[src/rtl/mat_mul_ctrl.sv]
// Matrix-multiply sequencer: drives one shared multi-cycle multiplier over
// valid/ready and streams C = A x B elements out in row-major order.
module mat_mul_ctrl #(
  parameter int unsigned DATA_W = 8,
  parameter int unsigned N      = 2,
  parameter int unsigned ACC_W  = 2*DATA_W + $clog2(N)
) (
  input  logic                       clk,
  input  logic                       rst,
  input  logic                       ld_valid,
  output logic                       ld_ready,
  input  logic [N*N*DATA_W-1:0]      ld_a,
  input  logic [N*N*DATA_W-1:0]      ld_b,
  output logic                       mul_in_valid,
  input  logic                       mul_in_ready,
  output logic [DATA_W-1:0]          mul_op1,
  output logic [DATA_W-1:0]          mul_op2,
  input  logic [2*DATA_W-1:0]        mul_dout,
  input  logic                       mul_out_valid,
  output logic                       mul_out_ready,
  output logic                       res_valid,
  input  logic                       res_ready,
  output logic [ACC_W-1:0]           res_data,
  output logic [$clog2(N)-1:0]       res_row,
  output logic [$clog2(N)-1:0]       res_col,
  output logic                       res_last,
  output logic                       busy
);

  localparam int unsigned IDX_W  = $clog2(N);
  localparam int unsigned SEL_W  = $clog2(N*N);
  localparam int unsigned PROD_W = 2*DATA_W;
  localparam int unsigned EXT_W  = ACC_W - PROD_W;

  typedef enum logic [1:0] {
    S_IDLE  = 2'd0,
    S_ISSUE = 2'd1,
    S_WAIT  = 2'd2,
    S_EMIT  = 2'd3
  } state_t;

  state_t state, state_nxt;

  logic [N*N-1:0][DATA_W-1:0] a_q;
  logic [N*N-1:0][DATA_W-1:0] b_q;
  logic [IDX_W-1:0]           i, j, k;
  logic [ACC_W-1:0]           acc;

  logic [SEL_W-1:0]           a_sel, b_sel;
  logic [ACC_W-1:0]           prod_ext;
  logic                       k_last, j_last, i_last, last_elem;

  assign k_last    = (k == IDX_W'(N-1));
  assign j_last    = (j == IDX_W'(N-1));
  assign i_last    = (i == IDX_W'(N-1));
  assign last_elem = i_last && j_last;

  // Flat element indices: A[i][k] and B[k][j]
  assign a_sel    = SEL_W'(i) * SEL_W'(N) + SEL_W'(k);
  assign b_sel    = SEL_W'(k) * SEL_W'(N) + SEL_W'(j);
  assign prod_ext = {{EXT_W{mul_dout[PROD_W-1]}}, mul_dout};

  // State register
  always_ff @(posedge clk) begin
    if (rst) state <= S_IDLE;
    else     state <= state_nxt;
  end

  // Next-state logic
  always_comb begin
    state_nxt = state;
    case (state)
      S_IDLE:  if (ld_valid)      state_nxt = S_ISSUE;
      S_ISSUE: if (mul_in_ready)  state_nxt = S_WAIT;
      S_WAIT:  if (mul_out_valid) state_nxt = k_last ? S_EMIT : S_ISSUE;
      S_EMIT:  if (res_ready)     state_nxt = last_elem ? S_IDLE : S_ISSUE;
      default:                    state_nxt = S_IDLE;
    endcase
  end

  // Operand copies, loop counters and accumulator
  always_ff @(posedge clk) begin
    if (rst) begin
      a_q <= '0;
      b_q <= '0;
      i   <= '0;
      j   <= '0;
      k   <= '0;
      acc <= '0;
    end else begin
      case (state)
        S_IDLE: begin
          if (ld_valid) begin
            a_q <= ld_a;
            b_q <= ld_b;
            i   <= '0;
            j   <= '0;
            k   <= '0;
          end
        end
        S_WAIT: begin
          if (mul_out_valid) begin
            acc <= (k == '0) ? prod_ext : acc + prod_ext;
            if (!k_last) k <= k + IDX_W'(1);
          end
        end
        S_EMIT: begin
          if (res_ready && !last_elem) begin
            k <= '0;
            if (j_last) begin
              j <= '0;
              i <= i + IDX_W'(1);
            end else begin
              j <= j + IDX_W'(1);
            end
          end
        end
        default: ;
      endcase
    end
  end

  // Outputs decoded from state and registers only
  assign ld_ready      = (state == S_IDLE);
  assign busy          = (state != S_IDLE);
  assign mul_in_valid  = (state == S_ISSUE);
  assign mul_out_ready = (state == S_WAIT);
  assign res_valid     = (state == S_EMIT);
  assign res_last      = (state == S_EMIT) && last_elem;
  assign mul_op1       = a_q[a_sel];
  assign mul_op2       = b_q[b_sel];
  assign res_data      = acc;
  assign res_row       = i;
  assign res_col       = j;

endmodule

[config.mk]
export PLATFORM = sky130hd
export DESIGN_NAME = mat_mul_ctrl
export DESIGN_NICKNAME = d
export VERILOG_FILES = /design/src/rtl/mat_mul_ctrl.sv
export SDC_FILE = /design/constraint.sdc
export NUM_CORES = 1
export LEC_CHECK = 0
export CORE_ASPECT_RATIO = 0.9
export CORE_MARGIN = 5
export CORE_UTILIZATION = 48
export DETAILED_ROUTE_END_ITERATION = 10
export GPL_TIMING_DRIVEN = 0
export HOLD_SLACK_MARGIN = 0.05
export PLACE_DENSITY = 0.86
export SETUP_SLACK_MARGIN = 0.4
export SLEW_MARGIN = 20
export SYNTH_ARGS = -nofsm -noshare
export SYNTH_HDL_FRONTEND = slang
export SYNTH_SLANG_ARGS = --single-unit
[constraint.sdc]
create_clock -name clk -period 3.42 [get_ports clk]
set_clock_uncertainty 0.1 [all_clocks]
set_input_delay 0.342 -clock clk [delete_from_list [all_inputs] [get_ports clk]]
set_output_delay 0.342 -clock clk [all_outputs]
set_load 0.02 [all_outputs]
==> impl_metrics.tcl <==
set metrics [dict create \
    ir_drop_mv 0.270 \
    crit_end "mul_op2[1]" \
    synth_edf_count 0 \
    cp_slowest_cell "clkdlybuf4s50_1" \
    clk_path_buf_depth 2 \
    path_delay_family "buffers and inverters" \
    synth-seq-cells 86 \
    ant_nets 0 \
    fin_ws_ns 0.502 \
    postSynthAreaPerCell_um2 8.34 \
    setup-tns-final_ns 0 \
    cts_buffers 9 \
    layout_commonest_cell "nand2_1" \
    first_pass_iters 6 \
    path_clk_slew_ns 0.09 \
    grt.total_usage 0.244 \
    leakage_nw 2.22 \
    n_antenna_cell 0 \
    power.density_nw_per_um2 406 \
    critPathMaxStageDelay_ns 0.56 \
    crit_chain "clkbuf_2 > clkbuf_2 > mux4_2 > clkdlybuf4s50_1" \
    rr_worst_depth 8 \
    ys_seq_area_frac 0.394 \
    crit_required_ns 2.98 \
    clock_latency_ns 0.36 \
    period_share 0.853 \
    core_area_um2 9000 \
    final_layout_size_suffix_gt1_frac 0.0752 \
    synth_area_um2 4370 \
    place_congestion 0.888 \
    crit_buf_inv 3 \
    cts_tree "built" \
    min_from "a_q[14]$_SDFFE_PP0P_" \
    worstPathMaxFanout 10 \
    fmax_mhz 343 \
    worst_hold_path_type "reg -> reg" \
    cp_num_cells 4 \
    wl_per_cell_um 17.1 \
    async_reset_ff_frac 0 \
    tightest_slew_ns 0.683 \
    grt_max_degree 17 \
    portBuffers 125 \
    max-cap-violations 0 \
    max_slew_margin 0.545 \
    fill_cells 771 \
    synth.distinct_cells 45 \
    synth_fp_nets 627 \
    cp.arrival_ns 2.48 \
    pre_cts_slack_ns 0.300 \
    worst_setup_path_end_kind "primary output" \
    cts_root_buf "clkbuf_8" \
    routed_wl_mm 13.5 \
    cts_max_level 3 \
    cts_hold_buf 0 \
    areaGrowthSynthToFinish_pct 36.9 \
    rsz0062_at_grt "false" \
    num_io_pins 127 \
    path_class "reg -> out" \
    ys_warn_count 0 \
    layout_common_cells "nand2_1, clkdlybuf4s50_1, dfxtp_1" \
    dieHeight_um 101 \
    first_iter_violations 290 \
    seqCellArea_um2 1720 \
    setup_violations 0 \
    status "completed" \
    maxSlewViolCount 0 \
    dieArea_um2 11100 \
    holdWs_ns 0.358 \
    regToRegEndpoint "res_data[16]$_SDFFE_PP0P_" \
    avgViaCountPerCell 5.65 \
    synthCells 524 \
    start_util 0.486 \
    row_count 33 \
    ff2ff_setup_slack_ns 0.78 \
    antenna_found_initial 0 \
    hold_viol_final 0 \
    path_common_cell "clkbuf_2" \
    worstSetupStartpointType "flip-flop" \
    die_w_um 111 \
    postCtsSetupRepairBufs 0 \
    num_vias 4446 \
    grt_pass1_vias 4434 \
    grt_remaining_overflow 0 \
    fin_nets 763 \
    grt_pass1_wl_mm 22.0 \
    multiInputGateArea_um2 2490 \
    finalCriticalPeriod_ns 2.92 \
    drc 0 \
    dp_hpwl_mm 10.4 \
    rr_startpoint "res_data[0]$_SDFFE_PP0P_" \
    crit_start "k$_SDFFE_PP0P_" \
    synthFlopType "dfxtp_1" \
    cts.sinks 86 \
]
==> flip-flops by register name, summed over array words and instances, names as in the netlist <==
signal	flops
res_data	17
k	1
b_q	32
res_row	1
state	2
res_col	1
a_q	32
==> worst reg2reg max path: stages, from the launching register on <==
cell and delay (ns):
dfxtp_1 0.33, ha_1 0.22, fa_1 0.42, a21o_1 0.22
a221oi_2 0.41, nor3_1 0.21, or2_1 0.28, a211oi_1 0.22
o32ai_1 0.10
==> power by group <==
group | internal [W] | switching [W] | leakage, nW
logic | 0.000272 | 0.000300 | 1.41
clock network | 0.000347 | 0.000395 | 0.105
registers | 0.00107 | 0.0000438 | 0.704
==> cell families after synthesis <==
kind of cell,after synthesis,share of synthesized area
muxes,30,0.115
AOI/OAI and AO/OA,140,0.190
DFF,86,0.394
adders and majority gates,17,0.0504
and+or+nand+nor,201,0.193
xor gates and xnor gates,11,0.0220
buffers and inverters,39,0.0358
==> how the worst min path moves through the flow <==
| stage | end | slack [ns] | depth (start not counted) |
|---|---|---|---|
| floorplan | a_q[10]$_SDFFE_PP0P_ | 0.33 | 2 |
| global placement | b_q[1]$_SDFFE_PP0P_ | 0.34 | 2 |
| detailed placement | b_q[20]$_SDFFE_PP0P_ | 0.35 | 2 |
| CTS | b_q[20]$_SDFFE_PP0P_ | 0.36 | 2 |
| global route | b_q[14]$_SDFFE_PP0P_ | 0.38 | 2 |
| finish | a_q[14]$_SDFFE_PP0P_ | 0.36 | 2 |
==> repair_timing <==
action	CTS	global route
pin swaps	0	0
gates resized for setup	4	2
setup endpoints to repair	15	7
==> synth_stat cells, drive strengths merged, types with 5 or more instances <==
cell,count,area share
ha,16,0.046
mux2i,13,0.030
a211oi,12,0.021
nand2b,11,0.016
nand3,5,0.0057
mux4,16,0.082
o21ai,14,0.017
nand2,144,0.12
nor2,19,0.016
xnor2,7,0.014
dfxtp,86,0.39
buf,12,0.012
a21o,6,0.010
clkbuf,24,0.021
a21oi,83,0.095
==> layer usage <==
layer / routed length, um / vias to the layer above / global-route usage
met1: 5430 / 2065 / 0.301
met3: 1120 / 36 / 0.0696
met2: 6540 / 231 / 0.413
met4: 370 / 0 / 0.0824
met5: 0 / - / 0
li1: - / 2114 / -
==> final cells by class <==
type,count,area share
clock buffer,9,0.0207
sequential,86,0.288
tap,122,0.0255
clock inverter,7,0.0132
multi-input combinational,399,0.417
timing repair buffer,125,0.209
inverter,3,0.00188
buffer,36,0.0253
==> through the flow <==
stage,total power [W],std cells,utilization,instance area [um2]
floorplan,0.00144,524,-,4370
global placement,0.00168,771,0.642,5770
detailed placement,0.00170,771,0.642,5770
CTS,0.00243,787,0.665,5980
global route,0.00254,787,0.665,5980
finish,0.00243,787,0.665,5980
Power figures use the tool's default switching activity.
